--- src/rtl/pc_fetch_unit.sv ---
// Program counter and fetch sequencer in front of the instruction memory.
// Applies start/halt/stall/jump/branch, tracks wrap-around and counts PC advances.
module pc_fetch_unit #(
  parameter int unsigned PC_WIDTH   = 32,
  parameter int unsigned ADDR_LIMIT = 4096,
  parameter int unsigned START_ADDR = 0,
  parameter int unsigned LUT_DEPTH  = 16,
  parameter int unsigned LUT_IDX_W  = 4,
  parameter int unsigned CNT_WIDTH  = 32
) (
  input  logic                 clk,
  input  logic                 reset,
  input  logic                 start,
  input  logic                 stall,
  input  logic                 halt,
  input  logic                 jump_en,
  input  logic                 branch_taken,
  input  logic [7:0]           branch_off,
  input  logic [LUT_IDX_W-1:0] lut_idx,
  input  logic                 lut_we,
  input  logic [LUT_IDX_W-1:0] lut_waddr,
  input  logic [11:0]          lut_wdata,
  output logic [PC_WIDTH-1:0]  current_pc,
  output logic                 running,
  output logic                 done,
  output logic                 pc_wrap,
  output logic [CNT_WIDTH-1:0] fetch_count,
  output logic [1:0]           state_o
);

  typedef enum logic [1:0] {
    ST_IDLE   = 2'd0,
    ST_RUN    = 2'd1,
    ST_HALTED = 2'd2
  } state_t;

  localparam logic [PC_WIDTH-1:0] ADDR_MASK = PC_WIDTH'(ADDR_LIMIT - 1);
  localparam logic [PC_WIDTH:0]   LIMIT_M1  = (PC_WIDTH + 1)'(ADDR_LIMIT - 1);
  localparam logic [PC_WIDTH-1:0] START_PC  = PC_WIDTH'(START_ADDR) & ADDR_MASK;

  state_t               state_q, state_d;
  logic [PC_WIDTH-1:0]  pc_q, pc_d;
  logic [CNT_WIDTH-1:0] cnt_q, cnt_d;
  logic                 wrap_q, wrap_d;
  logic                 running_q, done_q;
  logic [11:0]          lut_q [LUT_DEPTH];

  logic [PC_WIDTH:0]    step_sum;
  logic [PC_WIDTH-1:0]  jump_pc;

  // Unreduced sum one bit wider than the PC: a negative result shows up as a
  // huge value, so a single compare catches wrap in both directions.
  assign step_sum = {1'b0, pc_q} + (branch_taken
                    ? {{(PC_WIDTH - 7){branch_off[7]}}, branch_off}
                    : (PC_WIDTH + 1)'(1));
  assign jump_pc  = PC_WIDTH'(lut_q[lut_idx]) & ADDR_MASK;

  always_comb begin
    state_d = state_q;
    pc_d    = pc_q;
    cnt_d   = cnt_q;
    wrap_d  = wrap_q;
    case (state_q)
      ST_IDLE, ST_HALTED: begin
        if (state_q == ST_IDLE) pc_d = START_PC;
        if (start) begin
          state_d = ST_RUN;
          pc_d    = START_PC;
          cnt_d   = '0;
          wrap_d  = 1'b0;
        end
      end
      ST_RUN: begin
        if (start) begin
          pc_d   = START_PC;
          cnt_d  = '0;
          wrap_d = 1'b0;
        end else if (halt) begin
          state_d = ST_HALTED;
        end else if (!stall) begin
          if (jump_en) begin
            pc_d = jump_pc;
          end else begin
            pc_d = step_sum[PC_WIDTH-1:0] & ADDR_MASK;
            if (step_sum > LIMIT_M1) wrap_d = 1'b1;
          end
          if (cnt_q != '1) cnt_d = cnt_q + 1'b1;
        end
      end
      default: state_d = ST_IDLE;
    endcase
  end

  always_ff @(posedge clk) begin
    if (reset) begin
      state_q   <= ST_IDLE;
      pc_q      <= START_PC;
      cnt_q     <= '0;
      wrap_q    <= 1'b0;
      running_q <= 1'b0;
      done_q    <= 1'b0;
      for (int i = 0; i < int'(LUT_DEPTH); i++) lut_q[i] <= '0;
    end else begin
      state_q   <= state_d;
      pc_q      <= pc_d;
      cnt_q     <= cnt_d;
      wrap_q    <= wrap_d;
      running_q <= (state_d == ST_RUN);
      done_q    <= (state_d == ST_HALTED);
      // A same-cycle jump already read the old entry combinationally.
      if (lut_we) lut_q[lut_waddr] <= lut_wdata;
    end
  end

  assign current_pc  = pc_q;
  assign running     = running_q;
  assign done        = done_q;
  assign pc_wrap     = wrap_q;
  assign fetch_count = cnt_q;
  assign state_o     = state_q;

endmodule

--- config.mk ---
export PLATFORM = sky130hd
export DESIGN_NAME = pc_fetch_unit
export DESIGN_NICKNAME = d
export VERILOG_FILES = /design/src/rtl/pc_fetch_unit.sv
export SDC_FILE = /design/constraint.sdc
export NUM_CORES = 1
export LEC_CHECK = 0
export BUFFER_PORTS_ARGS = -buffer_cell sky130_fd_sc_hd__buf_2
export CORE_UTILIZATION = 54
export CTS_CLUSTER_SIZE = 25
export DETAILED_ROUTE_END_ITERATION = 6
export MAX_ROUTING_LAYER = met4
export PLACE_DENSITY_LB_ADDON = 0.05
export SLEW_MARGIN = 25
export SYNTH_ARGS = -nofsm -noshare
export SYNTH_HDL_FRONTEND = slang
export SYNTH_SLANG_ARGS = --single-unit
export TNS_END_PERCENT = 1
--- constraint.sdc ---
create_clock -name clk -period 2.8 [get_ports clk]
set_input_delay 0.28 -clock clk [delete_from_list [all_inputs] [get_ports clk]]
set_output_delay 0.28 -clock clk [all_outputs]
set_load 0.01 [all_outputs]
# Yosys cells after proc, flatten, opt, wreduce, memory -nomap -nowiden
# Memories as Yosys holds them, arrays and structs flattened.
# Cells that the tools add are included.
# totals
wordCells,62
n_memories,1
output_inout_bits,69
ramBits,192
regBits,69
# op_classes
n_lt_le_gt_ge,1
n_eq_ne,12
reduce_logical,7
n_addsub,2
n_mux,33
# memory_table
memory,depth,width,rd,rd_clocked_by_memory_dff,write_ports,line_no,rtl
lut_q,16,12,1,0,16,46,logic [11:0] lut_q [LUT_DEPTH];
# op_table
op,n
2-to-1 mux 32 bit,10
one-hot mux 32 bit (2 select lines),2
adder 32 x 33 -> 33 bit,1
> comparator 33 x 12 -> 1 bit (second input constant),1
2-to-1 mux 33 bit,1
adder 32 x 1 -> 32 bit (second input constant),1
inequality test 32 bit (second input constant),1
2-to-1 mux 12 bit,2
inequality test 3 bit (second input constant),6
2-to-1 mux 1 bit,12
OR reduction 12 bit,1
2-to-1 mux 2 bit,3
AND reduction 6 bit,1
AND reduction 5 bit,1
== test 2 x 1 -> 1 bit (second input constant),2
== test 2 bit (second input constant),2
2-to-1 mux 4 bit,1
one-hot mux 2 bit (2 select lines),1
AND reduction 4 bit,1
logical NOT 2 bit,1
inequality test 2 bit (second input constant),1
one-hot mux 1 bit (2 select lines),1
nonzero test 2 bit,1
OR reduction 2 bit,1

# Depth between registers and ports, before layout
# depth
word_depth,9
mapped_depth,13
mapped_depth_nobuf,13

# Least setup slack after synthesis
# OpenSTA, ideal clock, no wires.
# synth_path
path_kind,in2reg
from,in branch_off[0]
to,reg wrap_q (netlist: pc_wrap)
arrival_ns,2.722
path_buffers,0
setup_slack_ns,-0.053
cell_stages,13
cell_sequence,nand2b_1 ha_1 fa_1 a21o_1 a221o_1 a311oi_1 nand2_1 nand2_1 ha_1 nor4b_1 nand4b_1 a22oi_1 nand4_1
# synth_between
elab_chain_cells,5
# synth_lines
element,line_no,rtl
"start, declared",18,"input logic [7:0] branch_off,"
2-to-1 mux 33 bit,54,"? {{(PC_WIDTH - 7){branch_off[7]}}, branch_off}"
adder 32 x 33 -> 33 bit,53,"assign step_sum = {1'b0, pc_q} + (branch_taken"
> comparator 33 x 12 -> 1 bit,85,if (step_sum > LIMIT_M1) wrap_d = 1'b1;
inequality test 3 bit (no source line),--,
AND reduction 6 bit (no source line),--,
"end signal, assigned",107,wrap_q <= wrap_d;
"end, declared",44,"logic wrap_q, wrap_d;"
# No other way between the ends.
# A chain may end at the register's enable or synchronous reset.

# Worst setup path in the final report
# layout_path
from,reg pc_q[0] (netlist: current_pc[0])
to,reg wrap_q (netlist: pc_wrap)
# layout_between
elab_chain_cells,4
# layout_lines
element,line_no,rtl
"start, declared",42,"logic [PC_WIDTH-1:0] pc_q, pc_d;"
"start signal, assigned",105,pc_q <= pc_d;
adder 32 x 33 -> 33 bit,53,
> comparator 33 x 12 -> 1 bit,85,
inequality test 3 bit (no source line),--,
AND reduction 6 bit (no source line),--,
# No other way between the ends.

==> impl_metrics.ini <==
[status]
outcome = finished clean

[finish]
nets = 1148
area_growth_pct = 15.9
fillers = 1742
antenna_cells = 0
multi_input_area_sq_um = 5050
drive_above_1_share = 0.251
fin_util = 0.642
ff_latch_area_sq_um = 6750

[synth]
syn_inst = 977
ys_warn_count = 0
synthTopCellsByArea = edfxtp_1 (48%), and2_1 (10%), mux4_2 (9.3%), dfxtp_1 (8.1%), nand2_1 (1.6%)
ys_top_cells_by_count = and2_1 (203), edfxtp_1 (192), nand2_1 (52), mux4_2 (50), dfxtp_1 (49)
synth_cell_type_count = 66
synth-edff-count = 192
yosysSeqAreaShare = 0.557
syn_area_sq_um = 12100
synth_flop_cell = edfxtp_1
synth_top_area_share = 0.476
yosysTopAreaCell = edfxtp_1
async_flop_share = 0
synth_most_common_cell = and2_1
synth_area_per_cell_sq_um = 12.4
ys_seq_elements = 241

[sta]
maxSlewHeadroom = 0.424
rsz0062_at_grt = yes
setup_ws_ns = 0.00780
fin_setup_tns_ns = 0
setup_viol = 0
fmax_mhz = 358
fin_crit_sh = 0.997
tightest_slew_ns = 0.864
fin_skew_ns = 0.0126
drv_slew = 0
min_period_ns = 2.79
hold_viol = 0

[critical_path]
start_kind = flip-flop
required_ns = 3.21
worstPathMaxFanout = 3
crit_top_cell = nand2_1
cp.arrival_ns = 3.20
crit_chain = ha_4, fa_2, a21o_1, a221o_1, a311oi_2, nand2_1, nand2_1, ha_1, nor4b_2, nand4b_1, a22oi_2, nand4_1
crit_slowest_cell = a221o_1
end_kind = flip-flop
cpPeakStageDelay_ns = 0.37
path_buf_inv = 0
path_class = flip-flop to flip-flop
critical-path-top-delay-family = compound AO/OA/AOI/OAI gates

[floorplan]
dieWidth_um = 152
start_util = 0.554
num_io_pins = 105
die_area_sq_um = 23000
die_h_um = 152
rows = 54
coreArea_sq_um = 21900

[global_route]
overflow = 0
grt_usage = 0.267
grt_pass1_vias = 7850
grt_pass1_wl_um = 45800
grt_max_degree = 26
antenna_found_initial = 0

[place]
dp_slack_ns = -0.317
io_buffers = 84
gp_congestion = 0.904
hpwl_um = 20000

[cts]
clk_pin_slew_ns = 0.07
cts_tree = done
clock_latency_ns = 0.54
root_buffer = clkbuf_16
cts_buffer_depth = 3
cts.sinks = 241
cts_buffers = 27
h-tree-depth = 1

[drt]
ant_nets = 0
vias_per_cell = 5.82
drtPass1Iterations = 4
drt_wl_total_um = 29700
num_vias = 8144
route.detailed.drc = 0
drt_iter0_drc = 626
wl_per_cell_um = 21.2

[flow_run]
maxCapViolCount = 0

[power_and_ir_drop]
peakVddDrop_v = 0.000564
p_per_area_nw_per_um2 = 583
totalPowerFinal_mw = 8.19
p_leak_nw = 5.25

[min_path]
hold_path.class = input pin to flip-flop
==> cell type report <==
class                           count  area share
Timing Repair Buffer              154      0.0702
Multi-Input combinational cell    663       0.360
Clock inverter                     14     0.00927
Clock buffer                       36      0.0527
Tap cell                          280      0.0249
Inverter                           11     0.00294
Sequential cell                   241       0.480
==> repair_timing <==
item / 4_1_cts / 5_1_grt
cloned: 0 / 0
pin swaps: 1 / 6
setup endpoints to repair: 1 / 1
resized for setup: 2 / 5
setup buffers: 0 / 1
hold buffers: 0 / 0
==> registers in the layout, summed over array words and instances, names as in the netlist <==
register and cells:
current_pc 12, done 1, fetch_count 32, lut_q 192, pc_wrap 1, running 1, state_o 2
==> per-layer routing <==
metal / GRT usage / up-vias / share of wire
li1: - / 3859 / -
met1: 0.358 / 4015 / 0.44
met2: 0.421 / 226 / 0.48
met3: 0.0314 / 44 / 0.051
met4: 0.0948 / 0 / 0.030
met5: - / - / 0
==> worst paths after layout <==
check | startpoint | endpoint | slack, ns | cells after the start
hold / removal | start | done | 0.09 | 2
setup reg to reg | current_pc[0] | pc_wrap | 0.008 | 12
hold reg to reg | pc_wrap | pc_wrap | 0.49 | 2
setup / recovery | current_pc[0] | pc_wrap | 0.008 | 12
==> through the flow <==
step                      cells  cell area, sq um  hold WS, ns
after CTS                  1398             14000       0.0628
final                      1399             14000       0.0879
after detailed placement   1348             13100        0.479
after floorplan             996             12200        0.478
after global placement     1348             13100        0.479
after global routing       1399             14000       0.0923
==> layout by cell type, fill, tap and decap left out, types with 11 or more instances in the layout <==
| master | instances |
|---|---|
| ha_1 | 12 |
| or3_1 | 20 |
| o21ai_0 | 22 |
| clkbuf_16 | 27 |
| mux4_2 | 50 |
| conb_1 | 20 |
| nand4_1 | 11 |
| a21oi_1 | 31 |
| nand2_1 | 52 |
| a211oi_1 | 13 |
| nor3_1 | 16 |
| nor2_1 | 33 |
| or4_1 | 14 |
| edfxtp_1 | 192 |
| dfxtp_1 | 48 |
| nand3_1 | 11 |
| mux2i_1 | 19 |
| buf_2 | 83 |
| or2_2 | 20 |
| o211ai_1 | 11 |
| and2_1 | 203 |
| buf_4 | 68 |
==> power breakdown <==
part           switching [mW]  total (mW)  internal (mW)  leakage (nW)
combinational           0.366       0.631          0.266          2.61
clock                    1.44        3.48           2.04         0.417
sequential             0.0509        4.08           4.03          2.23
total                    1.86        8.19           6.33          5.25
==> cell families (layout without fill, tap and decap cells) <==
kind of cell / count (synthesis) / count (layout) / share of synthesized area
simple gates: 415 / 415 / 0.199
flops: 241 / 241 / 0.557
compound gates: 135 / 135 / 0.0768
buf+inv: 92 / 215 / 0.0355
mux: 72 / 72 / 0.111
fa+ha+maj: 14 / 14 / 0.0151
xor+xnor: 7 / 7 / 0.00506
other cells: 1 / 20 / 0.000309
Power figures use the tool's default switching activity.
